**config.mk**
```make
export PLATFORM = sky130hd
export DESIGN_NAME = logic_unit_pipe
export DESIGN_NICKNAME = d
export VERILOG_FILES = /design/src/rtl/logic_unit_pipe.sv
export SDC_FILE = /design/constraint.sdc
export NUM_CORES = 1
export LEC_CHECK = 0
export ABC_AREA = 1
export CAP_MARGIN = 20
export CELL_PAD_IN_SITES_DETAIL_PLACEMENT = 1
export CELL_PAD_IN_SITES_GLOBAL_PLACEMENT = 2
export CORE_ASPECT_RATIO = 0.7
export CORE_MARGIN = 2
export CORE_UTILIZATION = 33
export CTS_CLUSTER_DIAMETER = 80
export DETAILED_ROUTE_END_ITERATION = 6
export PLACE_DENSITY_LB_ADDON = 0.08
export SYNTH_ARGS = -nofsm -noshare
export SYNTH_HDL_FRONTEND = slang
export SYNTH_SLANG_ARGS = --single-unit
```
**constraint.sdc**
```tcl
create_clock -name clk -period 6.89 [get_ports clk]
set_clock_uncertainty 0.2 [all_clocks]
set_input_delay 1.378 -clock clk [delete_from_list [all_inputs] [get_ports clk]]
set_output_delay 1.378 -clock clk [all_outputs]
set_load 0.05 [all_outputs]
```
**src/rtl/logic_unit_pipe.sv**
```systemverilog
// Purpose: 3-operand bitwise logic unit (8 ops) with reduction flags and a saturating delivered-result counter.
// Latency: 2 registered stages; input accepted at edge k appears on out_valid/y from edge k+1.
// Backpressure: valid/ready; stages hold while stalled, in_ready depends only on pipeline state and out_ready.
module logic_unit_pipe #(
    parameter int WIDTH   = 8,
    parameter int COUNT_W = 16
) (
    input  logic               clk,
    input  logic               rst_n,
    input  logic               in_valid,
    output logic               in_ready,
    input  logic [WIDTH-1:0]   a,
    input  logic [WIDTH-1:0]   b,
    input  logic [WIDTH-1:0]   c,
    input  logic [2:0]         op,
    output logic               out_valid,
    input  logic               out_ready,
    output logic [WIDTH-1:0]   y,
    output logic               y_any,
    output logic               y_all,
    output logic               y_par,
    input  logic               cnt_clr,
    output logic [COUNT_W-1:0] txn_count
);

    typedef struct packed {
        logic [WIDTH-1:0] a;
        logic [WIDTH-1:0] b;
        logic [WIDTH-1:0] c;
        logic [2:0]       op;
    } s1_t;

    s1_t              s1_dat;
    logic             s1_vld;
    logic             s2_load;
    logic             out_hs;
    logic [WIDTH-1:0] y_nxt;

    // S2 takes S1 whenever its own slot is empty or being drained this cycle.
    assign s2_load  = s1_vld && (!out_valid || out_ready);
    // S1 can accept when empty or when its contents move into S2 this cycle.
    assign in_ready = !s1_vld || s2_load;
    assign out_hs   = out_valid && out_ready;

    // Stage 1: capture operands and op on an input handshake; hold otherwise.
    always_ff @(posedge clk or negedge rst_n) begin
        if (!rst_n) begin
            s1_vld <= 1'b0;
            s1_dat <= '0;
        end else if (in_ready) begin
            s1_vld <= in_valid;
            if (in_valid) begin
                s1_dat <= {a, b, c, op};
            end
        end
    end

    // Bitwise operation selected by the op captured in stage 1.
    always_comb begin
        y_nxt = '0;
        case (s1_dat.op)
            3'd0:    y_nxt = s1_dat.a & s1_dat.b & s1_dat.c;
            3'd1:    y_nxt = s1_dat.a | s1_dat.b | s1_dat.c;
            3'd2:    y_nxt = s1_dat.a ^ s1_dat.b ^ s1_dat.c;
            3'd3:    y_nxt = ~(s1_dat.a & s1_dat.b & s1_dat.c);
            3'd4:    y_nxt = ~(s1_dat.a | s1_dat.b | s1_dat.c);
            3'd5:    y_nxt = ~(s1_dat.a ^ s1_dat.b ^ s1_dat.c);
            3'd6:    y_nxt = (s1_dat.a & s1_dat.b) | (s1_dat.b & s1_dat.c) | (s1_dat.a & s1_dat.c);
            3'd7:    y_nxt = (s1_dat.c & s1_dat.b) | (~s1_dat.c & s1_dat.a);
            default: y_nxt = '0;
        endcase
    end

    // Stage 2: register result and reductions; drop valid on a handshake with nothing behind it.
    always_ff @(posedge clk or negedge rst_n) begin
        if (!rst_n) begin
            out_valid <= 1'b0;
            y         <= '0;
            y_any     <= 1'b0;
            y_all     <= 1'b0;
            y_par     <= 1'b0;
        end else if (s2_load) begin
            out_valid <= 1'b1;
            y         <= y_nxt;
            y_any     <= |y_nxt;
            y_all     <= &y_nxt;
            y_par     <= ^y_nxt;
        end else if (out_ready) begin
            out_valid <= 1'b0;
        end
    end

    // Delivered-result counter: saturates at all-ones, clear has priority over a handshake.
    always_ff @(posedge clk or negedge rst_n) begin
        if (!rst_n) begin
            txn_count <= '0;
        end else if (cnt_clr) begin
            txn_count <= '0;
        end else if (out_hs && (txn_count != {COUNT_W{1'b1}})) begin
            txn_count <= txn_count + 1'b1;
        end
    end

endmodule

```
Word level (Yosys, flattened, before mapping)
Index checks and enable logic that the tools add are counted.
- register bits after elaboration: 56
- input bits: 32
- output and inout port bits: 29
- word-level logic and storage cells: 55
- add/subtract/negate cells: 1
- eq/ne operators: 8
- multiplexer cells: 5
- bitwise gates (word level): 16
- reduce and logical (&&, ||, !) cells: 14
- operators by type and width (cell ; number):
    8-bit case mux with 8 select lines ; 1
    8-bit bitwise AND ; 5
    8-bit bitwise OR ; 5
    16-bit 2-to-1 mux ; 2
    8-bit inverter ; 4
    16-bit by 1-bit adder with 16-bit output, second input constant ; 1
    16-bit != test, second input constant ; 1
    8-bit XOR ; 2
    3-bit equality test, second input constant ; 4
    8-bit AND reduction ; 1
    8-bit OR reduction ; 1
    8-bit parity ; 1
    3-bit by 2-bit equality test with 1-bit output, second input constant ; 2
    2-bit nonzero test ; 2
    3-bit by 1-bit equality test with 1-bit output, second input constant ; 1
    1-bit logical AND ; 3
    3-bit logical NOT ; 1
    1-bit logical NOT ; 2
    1-bit logical OR ; 2
    1-bit 2-to-1 mux ; 2
    2-bit AND reduction ; 1

Depth between registers and ports, before layout
Gate-level depths: netlist of run 1.
- word-level depth: 5
- depth in mapped cells: 13
- mapped depth without buffers: 13

Worst setup path before layout of run 1
Ideal clock, no wire load.
- path kind: input to output
- start: in out_ready
- end: out in_ready
- arrival time: 1.838 ns
- required time: 5.312 ns
- setup slack: 3.474 ns
- cell stages on the path: 2
- buffers on the path: 0
- cell sequence: inv_1 -> nand3_1
- longest elaborated chain between the ends: 3
- RTL lines (item ; RTL line ; source):
    start: declaration ; 17 ; input logic out_ready,
    1-bit logical OR ; 40 ; assign s2_load = s1_vld && (!out_valid || out_ready);
    1-bit logical AND ; 40 ;
    1-bit logical OR ; 42 ; assign in_ready = !s1_vld || s2_load;
    end: declaration ; 11 ; output logic in_ready,
Every way passes these cells.

Worst setup path after layout of run 1
Ends and elaborated chain as after synthesis.

==> impl_metrics.json, run 1 <==
{
  "gr-total-overflow": 0,
  "startpoint_type": "input port",
  "slew_headroom": 0.4660,
  "tightest_slew_ps": 798.1,
  "cpPeakStageDelay_ps": 830,
  "arrival_ps": 2920,
  "hold_violations": 0,
  "required_ps": 5310,
  "seq_area_frac_synth": 0.3676,
  "fmax_mhz": 222.3,
  "tritoncts": "built",
  "wl_per_cell_um": 15.16,
  "syn_inst": 516,
  "drv_cap": 0,
  "cp_common_cell": "clkdlybuf4s50_1",
  "antenna_found_initial": 0,
  "coreArea_mm2": 0.01113,
  "gp_congestion": 0.7915,
  "cts_buffers": 5,
  "power.leakage_nw": 2.291,
  "crit_chain": "clkdlybuf4s50_1, inv_1, nand3_1, clkdlybuf4s50_1",
  "drt_first_pass_iters": 4,
  "die_area_mm2": 0.01244,
  "r2r_cells": 10,
  "p_int_mw": 0.7121,
  "crit_fanout": 3,
  "rows": 32,
  "die-height_um": 93.93,
  "ctsResizeCount": 0,
  "ys_warn_count": 0,
  "fin_crit_ps": 4499,
  "reg2reg_from": "s1_dat[1]",
  "fin_nets": 636,
  "insertedDiodeCount": 0,
  "grt_pass1_wl_mm": 18.49,
  "drv_slew": 0,
  "grt_max_degree": 57,
  "irDropWorstVdd_mv": 0.1484,
  "power_density_mw_per_mm2": 264.4,
  "start_util": 0.3425,
  "placed_cells": 717,
  "postRouteAntennaNets": 0,
  "status": "finished, final reports clean",
  "setup_viol": 0,
  "finalNonFillerCells": 725,
  "r2r_slack_ps": 3580,
  "post-dp-hpwl_mm": 8.229,
  "cp_slowest_cell": "clkdlybuf4s50_1",
  "finalPower_mw": 1.241,
  "grt_pass1_vias": 3691,
  "synth_area_mm2": 0.003812,
  "yosysTopAreaCellShare": 0.3676,
  "min_from": "y[6]",
  "cts_sinks": 56,
  "synth.net_count": 581,
  "drc_errors": 0,
  "routed_wirelength_mm": 10.99,
  "rsz0062_at_grt": "no",
  "clock_latency_ps": 300,
  "cp-startpoint": "out_ready",
  "rr_endpoint": "y_par",
  "drive_gt1_frac": 0.04720,
  "synth.distinct_cells": 25,
  "drt_iter0_markers": 99,
  "route.vias.total": 3475,
  "syn_area_per_cell_um2": 7.388,
  "whs_ps": 289.6,
  "clk_pin_slew_worst_paths_ps": 70,
  "final_cell_mix": "157 x nand2_1, 68 x nor2_1, 59 x clkdlybuf4s50_1",
  "comb_power_share": 0.431,
  "placed_area_mm2": 0.004548,
  "switching_share": 0.4261,
  "clkPwrFrac": 0.211,
  "yosysTopAreaCell": "dfrtp_1",
  "drt-vias-per-instance": 4.793,
  "area_growth_pct": 23.10,
  "cts-root-buf": "clkbuf_16",
  "layout_commonest_cell": "nand2_1",
  "worstSetupEndpoint": "in_ready",
  "htree_levels": 2,
  "post_cts_buffers": 0,
  "critPathCaptureType": "primary output",
  "tns_ps": 0,
  "grt.total_usage": 0.1863,
  "chipWidth_um": 132.5,
  "fin_crit_sh": 0.6530,
  "switching_power_mw": 0.5288,
  "cts.path.max_buffers": 2,
  "seq_power_share": 0.358,
  "synth_area_leaders": "dfrtp_1 37%, nand2_1 16%, ha_1 8.2%",
  "critPathKind": "in2out",
  "ys_ff_latch": 56,
  "hold_path_class": "reg2reg",
  "io_buffer_count": 60,
  "final_cell_area_mm2": 0.004693,
  "cts_hold_buf": 0,
  "pin_count": 61
}
==> flip-flops by register name (all words and copies together), names as in the netlist <==
signal,count
y_any,1
y_all,1
txn_count,16
out_valid,1
y,8
y_par,1
s1_dat,27
s1_vld,1
==> cells in the mapped netlist <==
library cell  number
nand2_1          158
nor2_1            68
inv_1             57
dfrtp_1           56
nand3_1           36
nand4_1           26
ha_1              25
a21oi_1           20
o21ai_0           19
fa_1               8
buf_2              7
mux2_2             7
clkbuf_1           6
xor2_1             5
nand3b_1           3
nor2_4             3
xnor2_1            3
nand2_2            2
buf_6              1
clkinv_1           1
inv_2              1
nand3_2            1
nor2_8             1
o21bai_1           1
or2_2              1
==> layout make-up <==
| type | count | area [µm²] |
|---|---|---|
| well taps | 153 | 191.4 |
| multi-input cells | 387 | 2123 |
| inverters | 59 | 221.5 |
| clock buffers | 6 | 128.9 |
| clock inverters | 2 | 16.27 |
| flip-flops and latches | 56 | 1401 |
| fillers | 1405 | 6437 |
| repair buffers | 62 | 610.6 |
==> metal layers <==
layer	wire [µm]	global-route usage	share of wire	vias to the layer above
met5	0	0	0	-
met3	332	0.03236	0.030	7
met1	5737	0.2617	0.52	1673
met2	4855	0.3040	0.44	47
li1	-	-	-	1748
met4	68	0.03674	0.0062	0
==> per-stage QoR <==
step,utilization,worst slack (ps)
after floorplan,-,3474
after global placement,0.4086,2478
after detailed placement,0.4086,2408
after CTS,0.4217,2407
after global routing,0.4217,2364
final,0.4217,2391
==> critical path: cells and delay by family <==
family	cells	cell delay (ps)
simple gates	1	130
buf+inv	3	1420
==> power groups by stage <==
stage | clock (mW) | sequential, mW | combinational [mW]
after floorplan | 0 | 0.538 | 0.270
after global placement | 0 | 0.447 | 0.524
after detailed placement | 0 | 0.451 | 0.539
after CTS | 0.274 | 0.446 | 0.542
after global routing | 0.285 | 0.455 | 0.597
final | 0.262 | 0.444 | 0.534
==> worst min path at each step <==
| stage | slack (ps) | cells past startpoint | to |
|---|---|---|---|
| 6_report | 290 | 2 | y[6] |
| 4_1_cts | 290 | 2 | y[6] |
| 3_5_place_dp | 270 | 2 | y[6] |
| 3_3_place_gp | 260 | 2 | y[7] |
| 2_1_floorplan | 360 | 2 | s1_dat[19] |
| 5_1_grt | 310 | 2 | y[4] |
==> kinds of logic (layout without fill, tap and decap cells) <==
| family | after synthesis | after routing | synth area share |
|---|---|---|---|
| xor+xnor | 8 | 8 | 0.01838 |
| simple gates | 299 | 299 | 0.3400 |
| buf+inv | 73 | 129 | 0.07614 |
| mux | 7 | 7 | 0.02068 |
| flops | 56 | 56 | 0.3676 |
| fa+ha+maj | 33 | 33 | 0.1241 |
| compound gates | 40 | 40 | 0.05317 |
(Power assumes the default switching activity.)
==> run 2: changes to the inputs <==
CORE_UTILIZATION = 31   (was 33)
clock period = 4.25 ns   (was 6.89 ns; I/O delays follow)
==> run 2 against run 1 <==
- wire length fell by 0.39%
- combinational power increased by 64%
- count of clock-buffer cells in the layout is the same
==> impl_metrics.json, run 2 (synthesis results as in run 1) <==
{
  "grt_pass1_wl_mm": 19.03,
  "slew_headroom": 0.4432,
  "rows": 33,
  "drv_slew": 0,
  "io_buffer_count": 60,
  "setup_viol": 0,
  "n_fill_cell": 1468,
  "cts_hold_buf": 0,
  "insertedDiodeCount": 0,
  "final_cell_mix": "157 x nand2_1, 68 x nor2_1, 59 x clkdlybuf4s50_1",
  "fin_crit_sh": 0.7981,
  "grt_max_degree": 57,
  "regArea_mm2": 0.001401,
  "multiInputGateArea_mm2": 0.002123,
  "chipWidth_um": 136.5,
  "drt_first_pass_iters": 4,
  "fmax_mhz": 294.8,
  "largest_register": "s1_dat",
  "cts_sinks": 56,
  "drt_iter0_markers": 138,
  "placed_area_mm2": 0.004576,
  "drt-vias-per-instance": 4.761,
  "clk_pin_slew_worst_paths_ps": 70,
  "gp_congestion": 0.7468,
  "largest_reg_flops": 27,
  "grt.total_usage": 0.1816,
  "placed_cells": 724,
  "route.vias.total": 3485,
  "wl_per_cell_um": 14.96,
  "startpoint_type": "input port",
  "htree_levels": 2,
  "r2r_cells": 11,
  "drive_gt1_frac": 0.05217,
  "hold_depth": 2,
  "cts_buffers": 5,
  "area_growth_pct": 24.32,
  "drc_errors": 0,
  "post-dp-hpwl_mm": 8.237,
  "power_density_mw_per_mm2": 436.4,
  "hold_violations": 0,
  "critPathKind": "in2out",
  "rsz0062_at_grt": "no",
  "die_area_mm2": 0.01321,
  "post_cts_buffers": 0,
  "fin_nets": 639,
  "tns_ps": 0,
  "coreArea_mm2": 0.01185,
  "hold_path_class": "reg2reg",
  "postRouteAntennaNets": 0,
  "die-height_um": 96.78,
  "cts-root-buf": "clkbuf_16",
  "clock_latency_ps": 300,
  "irDropWorstVdd_mv": 0.2664,
  "cts.path.max_buffers": 2,
  "tritoncts": "built",
  "power.leakage_nw": 2.320,
  "pin_count": 61,
  "crit_fanout": 3,
  "antenna_found_initial": 0,
  "required_ps": 3200,
  "ctsResizeCount": 0,
  "fin_util": 0.4000,
  "tightest_slew_ps": 832.3,
  "arrival_ps": 2340,
  "finalNonFillerCells": 732,
  "grt_pass1_vias": 3767,
  "final_cell_area_mm2": 0.004740,
  "drv_cap": 0,
  "layout_commonest_cell": "nand2_1",
  "critPathCaptureType": "primary output",
  "fin_crit_ps": 3392,
  "top_regs": "s1_dat (27), txn_count (16), y (8)",
  "routed_wirelength_mm": 10.95,
  "gr-total-overflow": 0,
  "status": "finished, final reports clean",
  "start_util": 0.3217
}
[run 2: cell types whose count changed in the layout (fill, tap and decap cells not counted), sizes merged]
| cell | previous run | this run |
|---|---|---|
| bufinv | 0 | 1 |
| clkinvlp | 1 | 0 |
| buf | 3 | 6 |
[run 2: layer usage]
| layer | GRT usage | wire (µm) | vias to the layer above |
|---|---|---|---|
| met4 | 0.02724 | 65 | 0 |
| met5 | 0 | 0 | - |
| met2 | 0.2669 | 4456 | 45 |
| met1 | 0.2821 | 6042 | 1685 |
| li1 | - | - | 1747 |
| met3 | 0.03092 | 385 | 8 |
[run 2: final cells by class]
type	count	area share
Sequential cell	56	0.2957
Timing Repair Buffer	65	0.1336
Tap cell	157	0.04145
Clock buffer	6	0.02719
Clock inverter	2	0.007392
Multi-Input combinational cell	387	0.4480
Inverter	59	0.04673
[run 2: per-stage QoR]
| step | hold slack [ps] | power [mW] | setup slack (ps) |
|---|---|---|---|
| 6_report | 279.8 | 2.068 | 858.0 |
| 5_1_grt | 325.7 | 2.235 | 808.1 |
| 4_1_cts | 288.2 | 2.105 | 856.7 |
| 3_5_place_dp | 269.4 | 1.614 | 863.5 |
| 3_3_place_gp | 263.8 | 1.587 | 897.4 |
| 2_1_floorplan | 354.4 | 1.309 | 1820 |
[run 2: worst max-delay path, cell delays in order]
cell,delay (ps)
clkdlybuf4s50_1,470
inv_1,60
nand3_1,130
clkdlybuf4s50_1,830
[run 2: report_power, final]
group          internal (mW)  total (mW)  switching [mW]
combinational          0.321       0.878           0.557
clock                  0.278       0.478           0.200
sequential             0.621       0.713          0.0914
[run 2: worst paths after layout]
kind / start / end / slack [ps]
worst min register to register: y[4] / y[4] / 280
worst max register to register: s1_dat[1] / y_par / 1360
worst min-delay path: y[4] / y[4] / 280
min in group asynchronous: rst_n / txn_count[5] / 510
worst max-delay path: out_ready / in_ready / 860
max in group asynchronous: rst_n / s1_dat[4] / 2850
==> run 3: changes to the inputs <==
clock period = 3.2 ns   (was 4.25 ns; I/O delays follow)
==> run 3 against run 2 <==
- sequential power rose by 34%
- non-clock buffer count rose by 8
- cell count rose by 1.1%
- register-to-register slack got worse by 760 ps
- power rose by 35%
- sequential share of layout area fell by 0.35 points
- wire length rose by 4.2%
- via count rose by 1.0%
- count of clock-buffer cells in the layout did not move
==> impl_metrics.json, run 3 (synthesis results as in run 1) <==
{
  "drt-vias-per-instance": 4.757,
  "cpPeakStageDelay_ps": 480,
  "rsz0062_at_grt": "no",
  "hold_path_class": "in2async",
  "pre_cts_ws_ps": 612.0,
  "route.vias.total": 3520,
  "required_ps": 3190,
  "drv_cap": 0,
  "insertedDiodeCount": 0,
  "largest_reg_flops": 27,
  "grt_pass1_vias": 3596,
  "crit_fanout": 9,
  "r2r_cells": 10,
  "rows": 33,
  "grt.total_usage": 0.1837,
  "cpLargestDelayFamily": "flip-flops",
  "wl_per_cell_um": 15.42,
  "startpoint_type": "flop",
  "io_buffer_count": 60,
  "gr-total-overflow": 0,
  "tns_ps": 0,
  "htree_levels": 2,
  "drt_first_pass_iters": 4,
  "cts_hold_buf": 0,
  "gp_congestion": 0.8031,
  "cp_slowest_cell": "dfrtp_1",
  "tritoncts": "built",
  "slew_headroom": 0.5975,
  "irDropWorstVdd_mv": 0.4599,
  "clk_pin_slew_worst_paths_ps": 80,
  "antenna_found_initial": 0,
  "layout_commonest_cell": "nand2_1",
  "fmax_mhz": 384.5,
  "grt_pass1_wl_mm": 19.02,
  "cts_buffers": 5,
  "finalNonFillerCells": 740,
  "r2r_slack_ps": 600,
  "finalPower_mw": 2.796,
  "drt_iter0_markers": 157,
  "coreArea_mm2": 0.01185,
  "fin_nets": 647,
  "cts_sinks": 56,
  "cts-root-buf": "clkbuf_16",
  "whs_ps": 44.42,
  "clock_latency_ps": 300,
  "power_density_mw_per_mm2": 582.9,
  "fin_crit_ps": 2601,
  "reg2reg_from": "s1_dat[2]",
  "critPathCaptureType": "flop",
  "cp-startpoint": "s1_dat[2]",
  "rr_endpoint": "y_par",
  "drive_gt1_frac": 0.06690,
  "final_cell_area_mm2": 0.004797,
  "power.leakage_nw": 2.359,
  "fin_util": 0.4048,
  "start_util": 0.3217,
  "routed_wirelength_mm": 11.41,
  "setup_viol": 0,
  "worstSetupEndpoint": "y_par",
  "post-dp-hpwl_mm": 9.007,
  "drc_errors": 0,
  "postRouteAntennaNets": 0,
  "critPathBufInv": 2,
  "grt_max_degree": 26,
  "tightest_slew_ps": 601.6,
  "placed_area_mm2": 0.004633,
  "critPathKind": "reg2reg",
  "final_cell_mix": "157 x nand2_1, 68 x nor2_1, 58 x clkdlybuf4s50_1",
  "placed_cells": 732,
  "cts.path.max_buffers": 2,
  "cp.depth": 10,
  "chipWidth_um": 136.5,
  "area_growth_pct": 25.83,
  "die_area_mm2": 0.01321,
  "hold_violations": 0,
  "status": "finished, final reports clean",
  "die-height_um": 96.78,
  "crit_chain": "inv_1, nand3_1, o21ai_0, nor2_1, nand3_1, inv_1, ha_1, xnor2_1, xnor2_1, o21ai_0",
  "drv_slew": 0,
  "fin_ws_ps": 599.3,
  "pin_count": 61,
  "ctsResizeCount": 0,
  "fin_crit_sh": 0.8127,
  "arrival_ps": 2590,
  "post_cts_buffers": 0,
  "top_regs": "s1_dat (27), txn_count (16), y (8)",
  "largest_register": "s1_dat"
}
run 3: cell types whose count changed in the layout (fill, tap and decap cells not counted), sizes merged:
cell,change
clkdlybuf4s50,-1
buf,+9
run 3: report_power, final:
part,total (mW),internal [mW],switching (mW)
Combinational,1.20,0.444,0.760
Sequential,0.955,0.825,0.130
Clock,0.638,0.370,0.268
Total,2.80,1.64,1.16
run 3: layout make-up:
cell class | instances | area (µm²)
Clock buffer | 6 | 128.9
Clock inverter | 2 | 35.03
Fill cell | 1439 | 7053
Inverter | 59 | 221.5
Multi-Input combinational cell | 387 | 2123
Sequential cell | 56 | 1401
Tap cell | 157 | 196.4
Timing Repair Buffer | 73 | 690.7
run 3: metal layers:
metal | vias up | share of wire | GRT usage
li1 | 1766 | - | -
met3 | 6 | 0.040 | 0.02673
met5 | - | 0 | 0
met2 | 52 | 0.38 | 0.2546
met1 | 1696 | 0.57 | 0.2985
met4 | 0 | 0.0072 | 0.03365
run 3: worst min-delay path by stage:
stage          startpoint        end  slack (ps)  cells after the start
3_5_place_dp         y[4]       y[4]         280                      2
5_1_grt             rst_n  s1_dat[5]          60                      1
4_1_cts             rst_n  s1_dat[5]          50                      1
6_report            rst_n  s1_dat[5]          40                      1
2_1_floorplan       rst_n  out_valid         140                      0
3_3_place_gp         y[0]       y[0]         270                      2
